===== src/rtl/iter_datapath_pkg.sv =====
// Shared constants, counter-width helper and sequencer strobe bundle for
// the halving-sum datapath.
package iter_datapath_pkg;

  localparam int DEF_WIDTH     = 8;
  localparam int DEF_ACC_WIDTH = 16;
  localparam int DEF_ITERS     = 4;

  function automatic int cnt_width(input int iters);
    int w;
    w = $clog2(iters);
    return (w < 1) ? 1 : w;
  endfunction

  typedef struct packed {
    logic sel;
    logic en0;
    logic en1;
    logic en2;
    logic en3;
    logic done;
  } strobe_t;

endpackage


===== src/rtl/iter_datapath_if.sv =====
// Sequencer <-> datapath link: control strobes one way, loop-complete back.
interface iter_datapath_if;
  import iter_datapath_pkg::*;

  strobe_t stb;
  logic    complete;

  modport master (output stb, input complete);
  modport slave  (input stb, output complete);
endinterface


===== src/rtl/iter_datapath_load_reg.sv =====
// Enable-gated register with synchronous active-low reset.
module load_reg #(
  parameter int W = 1
) (
  input  logic         clk,
  input  logic         rst,
  input  logic         ld,
  input  logic [W-1:0] d,
  output logic [W-1:0] q
);

  always_ff @(posedge clk) begin
    if (!rst)    q <= '0;
    else if (ld) q <= d;
  end

endmodule


===== src/rtl/iter_datapath.sv =====
// Halving-sum datapath: RES = X + X>>1 + ... over ITERS terms, driven by the
// external start/done sequencer's strobes.
module iter_datapath
  import iter_datapath_pkg::*;
#(
  parameter int WIDTH     = DEF_WIDTH,
  parameter int ACC_WIDTH = DEF_ACC_WIDTH,
  parameter int ITERS     = DEF_ITERS
) (
  input  logic                 clk,
  input  logic                 rst,
  input  logic [WIDTH-1:0]     din,
  iter_datapath_if.slave       sif,
  output logic [ACC_WIDTH-1:0] res,
  output logic                 res_valid,
  output logic                 ovf
);

  localparam int CNT_W = cnt_width(ITERS);
  localparam logic [CNT_W-1:0] CNT_LAST = CNT_W'(ITERS - 1);

  logic [WIDTH-1:0]     x_q, y_q, y_d;
  logic [ACC_WIDTH-1:0] acc_q, acc_d;
  logic [ACC_WIDTH:0]   sum;
  logic [CNT_W-1:0]     cnt_q, cnt_d;
  logic                 y_ld, acc_ld, cnt_ld, res_ld;

  // en0 starts a job and masks every other strobe in the same cycle.
  always_comb begin
    y_ld   = sif.stb.en1 & ~sif.stb.en0;
    y_d    = sif.stb.sel ? x_q : (y_q >> 1);
    sum    = {1'b0, acc_q} + (ACC_WIDTH + 1)'(y_q);
    acc_ld = ~sif.stb.en0 & (sif.stb.en2 | sif.stb.en3);
    acc_d  = sif.stb.en2 ? '0 : sum[ACC_WIDTH-1:0];
    cnt_ld = sif.stb.en0 | sif.stb.en3;
    if (sif.stb.en0)            cnt_d = '0;
    else if (cnt_q == CNT_LAST) cnt_d = cnt_q;
    else                        cnt_d = cnt_q + CNT_W'(1);
    res_ld = sif.stb.done & ~sif.stb.en0;
  end

  assign sif.complete = (cnt_q == CNT_LAST);

  load_reg #(.W(WIDTH))     u_x   (.clk(clk), .rst(rst), .ld(sif.stb.en0), .d(din),   .q(x_q));
  load_reg #(.W(WIDTH))     u_y   (.clk(clk), .rst(rst), .ld(y_ld),        .d(y_d),   .q(y_q));
  load_reg #(.W(ACC_WIDTH)) u_acc (.clk(clk), .rst(rst), .ld(acc_ld),      .d(acc_d), .q(acc_q));
  load_reg #(.W(ACC_WIDTH)) u_res (.clk(clk), .rst(rst), .ld(res_ld),      .d(acc_q), .q(res));
  load_reg #(.W(CNT_W))     u_cnt (.clk(clk), .rst(rst), .ld(cnt_ld),      .d(cnt_d), .q(cnt_q));

  always_ff @(posedge clk) begin
    if (!rst) begin
      ovf       <= 1'b0;
      res_valid <= 1'b0;
    end else if (sif.stb.en0) begin
      res_valid <= 1'b0;
    end else begin
      if (sif.stb.en2)      ovf <= 1'b0;
      else if (sif.stb.en3) ovf <= ovf | sum[ACC_WIDTH];
      if (sif.stb.done)     res_valid <= 1'b1;
    end
  end

endmodule

===== src/flat_wrapper.sv =====
// flat-port wrapper written by rule: the top's interface ports become plain ports
module iter_datapath_flat import iter_datapath_pkg::*;
#(
  parameter int WIDTH     = DEF_WIDTH,
  parameter int ACC_WIDTH = DEF_ACC_WIDTH,
  parameter int ITERS     = DEF_ITERS
)
  (clk, rst, din, res, res_valid, ovf, sif_stb, sif_complete);
  iter_datapath_if sif_i ();
  input  logic clk;
  input  logic rst;
  input  logic [WIDTH-1:0] din;
  output logic [ACC_WIDTH-1:0] res;
  output logic res_valid;
  output logic ovf;
  input wire logic [$bits(sif_i.stb)-1:0] sif_stb;
  output wire logic [$bits(sif_i.complete)-1:0] sif_complete;
  assign sif_i.stb = sif_stb;
  assign sif_complete = sif_i.complete;
  iter_datapath #(.WIDTH(WIDTH), .ACC_WIDTH(ACC_WIDTH), .ITERS(ITERS)) u_core (.clk(clk), .rst(rst), .din(din), .sif(sif_i), .res(res), .res_valid(res_valid), .ovf(ovf));
endmodule

===== config.mk =====
export PLATFORM = sky130hd
export DESIGN_NAME = iter_datapath_flat
export DESIGN_NICKNAME = d
export VERILOG_FILES = /design/src/rtl/iter_datapath_pkg.sv /design/src/rtl/iter_datapath_if.sv /design/src/rtl/iter_datapath_load_reg.sv /design/src/rtl/iter_datapath.sv /design/src/flat_wrapper.sv
export SDC_FILE = /design/constraint.sdc
export NUM_CORES = 1
export LEC_CHECK = 0
export CAP_MARGIN = 20
export CORE_ASPECT_RATIO = 1.75
export CORE_UTILIZATION = 45
export DETAILED_ROUTE_END_ITERATION = 6
export PLACE_DENSITY_LB_ADDON = 0.2
export SYNTH_ARGS = -nofsm -noshare
export SYNTH_HDL_FRONTEND = slang
export SYNTH_HIERARCHICAL = 1
export SYNTH_SLANG_ARGS = --single-unit
export TNS_END_PERCENT = 1

===== constraint.sdc =====
create_clock -name clk -period 3.2 [get_ports clk]
set_input_delay 0.96 -clock clk [delete_from_list [all_inputs] [get_ports clk]]
set_output_delay 0.96 -clock clk [all_outputs]
set_load 0.005 [all_outputs]

# After elaboration in Yosys (flattened, before gate mapping)
# Index checks and enable logic that the tools add are counted.
[op_classes]
n_addsub = 2
eq_ne = 2
muxes = 6
bitwise = 8
reduce_logical = 4
[ops]
columns = ["cell", "n"]
rows = [
  ["$add A16 B8 Y17", 1],
  ["$mux W16", 1],
  ["$mux W8", 1],
  ["$mux W2", 2],
  ["$reduce_and A2 Y1", 2],
  ["$and A1 B1 Y1", 3],
  ["$or A1 B1 Y1", 3],
  ["$add A2 B1 Y2 const B", 1],
  ["$eq A2 B2 Y1 const B", 1],
  ["$mux W1", 2],
  ["$ne A2 B2 Y1 const B", 1],
  ["$not A1 Y1", 2],
  ["$reduce_bool A2 Y1", 1],
  ["$reduce_or A2 Y1", 1],
]
[totals]
register_bits = 52
out_inout_bits = 19
wordCells = 29

# Depth between registers and ports, before layout
# Gate-level depths: netlist of the first run.
[logic_depth]
depth_word = 4
ltp_mapped = 10

# Cells and area by module
# Netlist of the first run, hierarchy kept.
[by_module_without_submodules]
columns = ["module", "instances", "cells_each", "area_each_um2", "seq_area_each_um2"]
rows = [
  ["load_reg (u_core.u_acc ...)", 2, 51, 615.6, 320.3],
  ["iter_datapath", 1, 122, 839.6, 40.0],
  ["load_reg (u_core.u_x ...)", 2, 25, 301.5, 160.2],
  ["load_reg (u_core.u_cnt)", 1, 6, 72.6, 40.0],
]

# Least setup slack after synthesis of the first run
# Ideal clock, no wire load.
[synth_path]
path_type = "in2reg"
start = "in sif_stb[2]"
end = "reg u_core.u_acc.q[8]"
setup_ns = 0.116
arrival_time_ns = 2.201
t_required_ns = 3.084
slack_ns = 0.883
cell_stages = 8
path_buffers = 4
path_cell_list = "clkbuf_1 clkbuf_1 nor2_1 nor2_1 buf_6 buf_12 mux2i_1 nor2b_1"
[synth_via]
elab_chain_len = 2
word_cells_on_any_way = 3
[synth_rtl]
columns = ["element", "line", "text"]
rows = [
  ["start: declaration", "flat_wrapper.sv:16", "input wire logic [$bits(sif_i.stb)-1:0] sif_stb;"],
  ["$or A1 B1 Y1", "iter_datapath.sv:33", "acc_ld = ~sif.stb.en0 & (sif.stb.en2 | sif.stb.en3);"],
  ["$and A1 B1 Y1", "iter_datapath.sv:33", ""],
  ["named net u_core.acc_ld", "iter_datapath.sv:26", "logic y_ld, acc_ld, cnt_ld, res_ld;"],
  ["end signal: assignment", "iter_datapath_load_reg.sv:13", "if (!rst) q <= '0;"],
  ["end signal: assignment", "iter_datapath_load_reg.sv:14", "else if (ld) q <= d;"],
  ["end: declaration", "iter_datapath_load_reg.sv:9", "output logic [W-1:0] q"],
]
# The timed path passes the listed nets, and every way through them passes these cells.
# A chain may end at the register's enable or synchronous reset.

# Worst setup path in the final report of the first run
[layout_path]
start = "reg u_core.u_acc.q[0]"
end = "reg u_core.u_acc.q[12]"
[layout_via]
elab_chain_len = 2
[layout_rtl]
columns = ["element", "line", "text"]
rows = [
  ["$add A16 B8 Y17", "iter_datapath.sv:32", "sum = {1'b0, acc_q} + (ACC_WIDTH + 1)'(y_q);"],
  ["$mux W16", "iter_datapath.sv:34", "acc_d = sif.stb.en2 ? '0 : sum[ACC_WIDTH-1:0];"],
  ["named net u_core.acc_d[12]", "iter_datapath.sv:23", "logic [ACC_WIDTH-1:0] acc_q, acc_d;"],
]
# The timed path passes the listed nets, and every way through them passes these cells.

==> impl_metrics.yaml, run 1 <==
outcome:
  outcome: "finished, final reports clean"
synth:
  syn-num-nets: 305
  avgSynthCellArea_um2: 9.81
  netlist_top_cells_count: "59 x nor2b_1, 52 x dfxtp_1, 50 x mux2i_1, 18 x nor2_1, 10 x a21oi_1"
  ys_types: 37
  synth_top_area_cell: "dfxtp_1"
  synth_area_leaders: "dfxtp_1 38%, mux2i_1 18%, nor2b_1 13%, ha_1 3.6%, mux2_2 3.3%"
  ys_ff_latch: 52
  yosysWarnings: 6
  ys_seq_area_share_pct: 37.9
  async_flop_share_pct: 0
  yosysMostFrequentCell: "nor2b_1"
  synth-edff-count: 0
  netlist.area_leader.share_pct: 37.9
  syn_inst: 280
  syn_area_mm2: 0.00275
  ys.flop_type: "dfxtp_1"
global_routing:
  grt_pass1_vias: 1963
  grt_max_degree: 27
  grt-ovfl-total: 0
  grt_usage_pct: 17.6
  grt_pass1_wl_mm: 8.57
  antenna_found_initial: 0
timing:
  relSlewSlack_pct: 57.4
  holdWs_ps: 509
  finClkSkew_ps: 7.51
  fin_setup_tns_ps: 0
  hold_viol: 0
  finalSetupViolCount: 0
  setup_slack_ps: 811
  rsz0062_at_grt: "false"
  fin_crit_ps: 2390
  maxSlewViolCount: 0
  worst-slew-pin-transition_ps: 636
  period_share_pct: 74.6
  max_freq_mhz: 419
clock_tree:
  cts_buffers: 5
  cts_root_buf: "clkbuf_8"
  cts_tree: "built"
  cts.reportedPaths.clkPinSlew_ps: 90
  clk_latency_ps: 310
  clock-sinks: 52
  post_cts_buffers: 0
  htreeDepth: 2
  cts_repair_resize_count: 0
  cts_buffer_depth: 2
  hold_buffers: 0
drt:
  drt_wl_total_mm: 5.17
  viasPerCell: 5.14
  ant_nets: 0
  vias: 2034
  post_drt_wl_per_cell_um: 13.1
  firstDrtPassIters: 4
  drt_iter0_drc: 56
  drcViolationCount: 0
critical_path:
  critical_path.top_delay_family: "simple AND/OR/NAND/NOR gates"
  r2r_end: "u_core/u_acc/q[12]"
  crit_slowest_cell: "dfxtp_1"
  rr_startpoint: "u_core/u_acc/q[0]"
  cpPeakStageDelay_ps: 370
  worstPathBufferInverterCount: 1
  worstPathArrival_ps: 2600
  r2r_slack_ps: 810
  cp-start-kind: "register"
  cp-end-kind: "register"
  required_ps: 3410
  rr_worst_depth: 10
  cp_max_fo: 5
  crit_type: "register to register"
  crit_top_cell: "nor2b_1"
  path_cells: "ha_1 -> inv_1 -> fa_1 -> nor2b_1 -> o2111ai_1 -> nand3_1 -> nand4_1 -> mux2_2 -> mux2i_1 -> nor2b_1"
power:
  vdd_ir_drop_max_uv: 278
  clkPwrFrac_pct: 36.8
  power_mw: 1.23
  switching_share_pct: 22.4
  power_density_mw_per_mm2: 377
  leakagePower_nw: 1.27
  netSwitchingPower_mw: 0.275
  p_comb_share_pct: 9.1
  seqPwrFrac_pct: 54.1
  power.internal_mw: 0.950
cells_and_area:
  diodes: 0
  fin_util_pct: 55.3
  drive_gt1_share_pct: 10.7
  fin_nets: 342
  syn2layout_area_growth_pct: 18.4
floorplanning:
  num_rows: 37
  io_pins: 35
  coreArea_mm2: 0.00588
  die_h_um: 105
  die_area_mm2: 0.00643
  start_util_pct: 46.7
  die_w_um: 61.1
place:
  place.port_buffers: 34
  dpl.hpwl_mm: 3.89
  gp_congestion: 0.874
  place_ws_ps: 620
min_path:
  min_to: "u_core/res_valid"
  min_path_cells: 2
  hp-start: "u_core/res_valid"
  hold_class: "register to register"
job:
  drv_cap: 0
sequential cells by signal, summed over array words and instances (netlist names):
register / flops
u_core/u_res/q: 16
u_core/u_y/q: 8
u_core/ovf: 1
u_core/u_cnt/q: 2
u_core/u_acc/q: 16
u_core/u_x/q: 8
u_core/res_valid: 1
metal layers:
layer / wire length, um / global-route usage [%] / vias to the layer above
met2: 2800 / 32.2 / 25
met5: 0 / 0 / -
li1: - / - / 1036
met1: 2100 / 17.6 / 962
met3: 136 / 3.44 / 11
met4: 140 / 8.93 / 0
per-stage QoR:
stage               area, um2  cells
global placement         3140    388
floorplan                2750    280
finish                   3250    396
global route             3250    396
detailed placement       3140    388
CTS                      3250    396
area by class of cell:
type,count,area (um2)
clock inverter,3,42.5
fill,577,2630
tap,78,97.6
timing repair buffer,42,400
multi-input combinational,209,1570
clock buffer,5,68.8
inverter,7,26.3
sequential,52,1040
placed cells by master (no fill, tap or decap), types with 4 or more instances in the layout:
cell type / count
a21oi_1: 10
buf_4: 8
clkbuf_8: 5
clkdlybuf4s50_1: 34
dfxtp_1: 52
ha_1: 8
inv_1: 7
mux2_2: 8
mux2i_1: 50
nand2_1: 9
nor2_1: 18
nor2b_1: 58
nor3_1: 4
o21ai_0: 5
power by group through the flow:
stage / combinational (mW) / clock (mW) / sequential [mW]
CTS: 0.114 / 0.472 / 0.663
global route: 0.121 / 0.500 / 0.664
detailed placement: 0.113 / 0 / 0.678
global placement: 0.112 / 0 / 0.678
finish: 0.111 / 0.451 / 0.663
floorplan: 0.0810 / 0 / 0.676
worst max-delay path by stage:
stage                       from                 end  slack [ps]  cells past startpoint
2_1_floorplan         sif_stb[2]   u_core/u_acc/q[8]         880                      8
5_1_grt        u_core/u_acc/q[0]  u_core/u_acc/q[12]         590                     10
4_1_cts        u_core/u_acc/q[0]  u_core/u_acc/q[12]         770                     10
3_5_place_dp          sif_stb[2]  u_core/u_acc/q[15]         620                      5
6_report       u_core/u_acc/q[0]  u_core/u_acc/q[12]         810                     10
3_3_place_gp          sif_stb[2]  u_core/u_acc/q[15]         630                      5
logic make-up (layout without fill, tap and decap cells):
family / Yosys count / after routing / share of synthesized area (%)
compound gates: 31 / 31 / 7.84
xor+xnor: 5 / 5 / 1.59
fa+ha+maj: 9 / 9 / 4.37
buf+inv: 19 / 57 / 4.87
flops: 52 / 52 / 37.9
mux: 59 / 59 / 22.1
simple gates: 105 / 105 / 21.4
worst min-delay path, cell delays in order (launching register included):
cell	delay, ps
dfxtp_1	320
nor2_1	100
nor3b_1	50
(Power assumes the default switching activity.)
==> run 2: changes to the inputs <==
Clock period 3.2 ns to 2.25 ns, I/O delays scaled along.
==> impl_metrics.yaml, run 2 (synthesis gave the netlist of run 1 again) <==
global_routing:
  grt_pass1_wl_mm: 8.86
  antenna_found_initial: 0
  grt_max_degree: 32
  grt_pass1_vias: 2051
  grt-ovfl-total: 0
  grt_usage_pct: 18.1
floorplanning:
  die_w_um: 61.1
  io_pins: 35
  num_rows: 37
  start_util_pct: 46.7
  coreArea_mm2: 0.00588
  die_h_um: 105
  die_area_mm2: 0.00643
clock_tree:
  cts_root_buf: "clkbuf_8"
  cts_buffer_depth: 2
  htreeDepth: 2
  clk_latency_ps: 300
  cts_buffers: 5
  cts_tree: "built"
  cts.reportedPaths.clkPinSlew_ps: 90
  clock-sinks: 52
  hold_buffers: 0
place:
  dpl.hpwl_mm: 4.09
  dpl_cell_area_mm2: 0.00320
  gp_congestion: 0.827
  place.port_buffers: 34
power:
  leakagePower_nw: 1.32
  power_density_mw_per_mm2: 550
  vdd_ir_drop_max_uv: 416
critical_path:
  cp-start-kind: "register"
  crit_end: "u_core/u_acc/q[11]"
  required_ps: 2450
  cp_max_fo: 5
  worstPathArrival_ps: 2340
  crit_type: "register to register"
  crit_start: "u_core/u_y/q[4]"
  r2r_slack_ps: 100
  rr_startpoint: "u_core/u_y/q[4]"
  rr_worst_depth: 8
  r2r_end: "u_core/u_acc/q[11]"
  cp-end-kind: "register"
drt:
  drcViolationCount: 0
  viasPerCell: 5.03
  ant_nets: 0
  vias: 2013
  post_drt_wl_per_cell_um: 13.5
  drt_iter0_drc: 70
  drt_wl_total_mm: 5.39
  firstDrtPassIters: 3
timing:
  max_freq_mhz: 466
  worst-slew-pin-transition_ps: 414
  finClkSkew_ps: 7.71
  hold_viol: 0
  period_share_pct: 95.4
  fin_crit_ps: 2150
  relSlewSlack_pct: 72.3
  finalSetupViolCount: 0
  fin_setup_tns_ps: 0
  maxSlewViolCount: 0
cells_and_area:
  diodes: 0
  most-common-layout-cells: "57 x nor2b_1, 50 x dfxtp_1, 50 x mux2i_1"
  reg_top3: "u_core/u_acc/q x16, u_core/u_res/q x16"
  syn2layout_area_growth_pct: 22.1
  fin_nets: 347
  layout_commonest_cell: "nor2b_1"
  drive_gt1_share_pct: 14.0
  final_area_mm2: 0.00335
outcome:
  outcome: "finished, final reports clean"
job:
  drv_cap: 0
min_path:
  hp-start: "u_core/res_valid"
  hold_class: "register to register"
[run 2: changes by cell type in the layout (fill, tap and decap cells not counted), moves of 2 or more]
| cell | delta |
|---|---|
| buf_12 | +2 |
| buf_4 | +3 |
| dfxtp_2 | +2 |
| dfxtp_1 | -2 |
[run 2: stage by stage]
stage / power, mW / util, % / setup slack, ps / std cells / hold slack (ps)
6_report: 1.84 / 57.0 / 105 / 400 / 514
5_1_grt: 1.93 / 57.0 / -1.06 / 400 / 522
4_1_cts: 1.87 / 56.7 / 31.8 / 400 / 510
3_5_place_dp: 1.14 / 54.5 / 53.0 / 393 / 491
3_3_place_gp: 1.13 / 54.5 / 89.0 / 393 / 488
2_1_floorplan: 1.08 / - / 157 / 280 / 474
[run 2: worst min path at each step]
stage,endpoint,slack [ps],cells after the start
2_1_floorplan,u_core/u_x/q[7],470,2
3_3_place_gp,u_core/res_valid,490,2
3_5_place_dp,u_core/res_valid,490,2
4_1_cts,u_core/res_valid,510,2
5_1_grt,u_core/res_valid,520,2
6_report,u_core/res_valid,510,2
[run 2: timing repair]
item / 4_1_cts / 5_1_grt
endpoints found under the setup margin: 0 / 5
resized for setup: 0 / 7
buffers inserted: 0 / 0
[run 2: cell type report]
type / count / area (um2)
Clock buffer: 5 / 68.8
Clock inverter: 2 / 60.1
Fill cell: 563 / 2530
Inverter: 7 / 26.3
Multi-Input combinational cell: 209 / 1590
Sequential cell: 52 / 1040
Tap cell: 78 / 97.6
Timing Repair Buffer: 47 / 463
[run 2: report_power, final]
part | switching (mW) | leakage, nW | internal [mW]
registers | 0.00869 | 0.422 | 0.934
logic | 0.0740 | 0.833 | 0.0957
clock network | 0.293 | 0.0642 | 0.438
total | 0.376 | 1.32 | 1.47
[run 2: metal layers]
metal  vias to the layer above  GRT usage (%)  wire length, um
met2                        30           32.8             2880
met5                         -              0                0
met1                       927           18.8             2190
li1                       1041              -                -
met4                         0           9.25              174
met3                        15           2.70              147
[run 2: critical path: stages (launching register included)]
cell and delay (ps):
dfxtp_1 350, ha_1 310, a21o_1 170, o21bai_2 220
a221o_2 410, nand2b_2 100, mux2_4 300, mux2i_1 130
nor2b_1 60
==> run 3: changes to the inputs <==
Settings changed: MAX_ROUTING_LAYER set to met4.
==> impl_metrics.yaml, run 3 (synthesis gave the netlist of run 1 again) <==
outcome:
  outcome: "finished, final reports clean"
critical_path:
  crit_start: "u_core/u_y/q[4]"
  required_ps: 2450
  r2r_slack_ps: 110
  cp-end-kind: "register"
  worstPathArrival_ps: 2340
  r2r_end: "u_core/u_acc/q[11]"
  crit_end: "u_core/u_acc/q[11]"
  crit_type: "register to register"
  cp-start-kind: "register"
  rr_worst_depth: 8
  cp_max_fo: 5
  rr_startpoint: "u_core/u_y/q[4]"
drt:
  drt_wl_total_mm: 5.39
  firstDrtPassIters: 3
  drt_iter0_drc: 71
  viasPerCell: 5.03
  drcViolationCount: 0
  ant_nets: 0
  vias: 2013
  post_drt_wl_per_cell_um: 13.5
timing:
  period_share_pct: 95.1
  finalSetupViolCount: 0
  setup_slack_ps: 110
  max_freq_mhz: 467
  fin_crit_ps: 2140
  finClkSkew_ps: 7.61
  relSlewSlack_pct: 72.3
  maxSlewViolCount: 0
  hold_viol: 0
  worst-slew-pin-transition_ps: 414
power:
  leakagePower_nw: 1.32
  power_density_mw_per_mm2: 550
  vdd_ir_drop_max_uv: 415
global_routing:
  grt-ovfl-total: 0
  grt_pass1_vias: 2045
  grt_usage_pct: 18.6
  grt_max_degree: 32
  grt_pass1_wl_mm: 8.87
  antenna_found_initial: 0
floorplanning:
  start_util_pct: 46.7
  num_rows: 37
  die_h_um: 105
  io_pins: 35
  die_area_mm2: 0.00643
  coreArea_mm2: 0.00588
  die_w_um: 61.1
clock_tree:
  cts_buffer_depth: 2
  htreeDepth: 2
  cts_tree: "built"
  cts_root_buf: "clkbuf_8"
  clk_latency_ps: 300
  cts_buffers: 5
  cts.reportedPaths.clkPinSlew_ps: 90
  clock-sinks: 52
place:
  dp.cells: 393
  place_ws_ps: 53.0
  gp_congestion: 0.839
  dpl.hpwl_mm: 4.09
  dpl_cell_area_mm2: 0.00320
  place.port_buffers: 34
cells_and_area:
  drive_gt1_share_pct: 14.0
  final_area_mm2: 0.00335
  fin_util_pct: 57.0
  reg_top3: "u_core/u_acc/q x16, u_core/u_res/q x16"
  final_cells: 400
  fillCellCount: 563
  syn2layout_area_growth_pct: 22.1
  most-common-layout-cells: "57 x nor2b_1, 50 x dfxtp_1, 50 x mux2i_1"
  fin_nets: 347
  diodes: 0
  layout_commonest_cell: "nor2b_1"
min_path:
  hold_class: "register to register"
  hp-start: "u_core/res_valid"
job:
  drv_cap: 0
run 3: cell counts in the layout (fill, tap and decap cells not counted):
Identical to the previous run, type by type.
run 3: area by class of cell:
cell class | instances | area [um2] | share of cell area (%)
clock buffer | 5 | 68.8 | 2.05
clock inverter | 2 | 60.1 | 1.79
timing repair buffer | 47 | 463 | 13.8
tap | 78 | 97.6 | 2.91
sequential | 52 | 1040 | 31.1
multi-input combinational | 209 | 1590 | 47.5
inverter | 7 | 26.3 | 0.784
run 3: worst min-delay path by stage:
stage / cells past startpoint / end / slack [ps]
4_1_cts: 2 / u_core/res_valid / 510
5_1_grt: 2 / u_core/res_valid / 520
3_3_place_gp: 2 / u_core/res_valid / 490
6_report: 2 / u_core/res_valid / 510
3_5_place_dp: 2 / u_core/res_valid / 490
2_1_floorplan: 2 / u_core/u_x/q[7] / 470
run 3: layer usage:
metal  up-vias  GRT usage (%)  wire [um]
li1       1041              -          -
met1       927           18.9       2200
met2        30           32.8       2880
met3        15           2.58        142
met4         0           9.25        172
met5         -              -          0
run 3: timing repair:
action,CTS,global route
setup endpoints to repair,0,5
setup buffers,0,0
gates resized for setup,0,7
hold buffers,0,0
run 3: power breakdown:
group | leakage [nW] | switching (mW) | internal [mW]
sequential | 0.422 | 0.00866 | 0.934
combinational | 0.833 | 0.0742 | 0.0957
clock | 0.0642 | 0.293 | 0.438
run 3: metrics by stage:
stage / hold WS (ps) / total power [mW] / TNS, ps
after floorplan: 474 / 1.08 / 0
after global placement: 488 / 1.13 / 0
after detailed placement: 491 / 1.14 / 0
after CTS: 510 / 1.87 / 0
after global routing: 522 / 1.93 / -1.94
final: 514 / 1.84 / 0
run 3: worst max-delay path: stages, from the launching register on:
cell,delay (ps)
dfxtp_1,340
ha_1,310
a21o_1,170
o21bai_2,220
a221o_2,410
nand2b_2,100
mux2_4,300
mux2i_1,130
nor2b_1,60
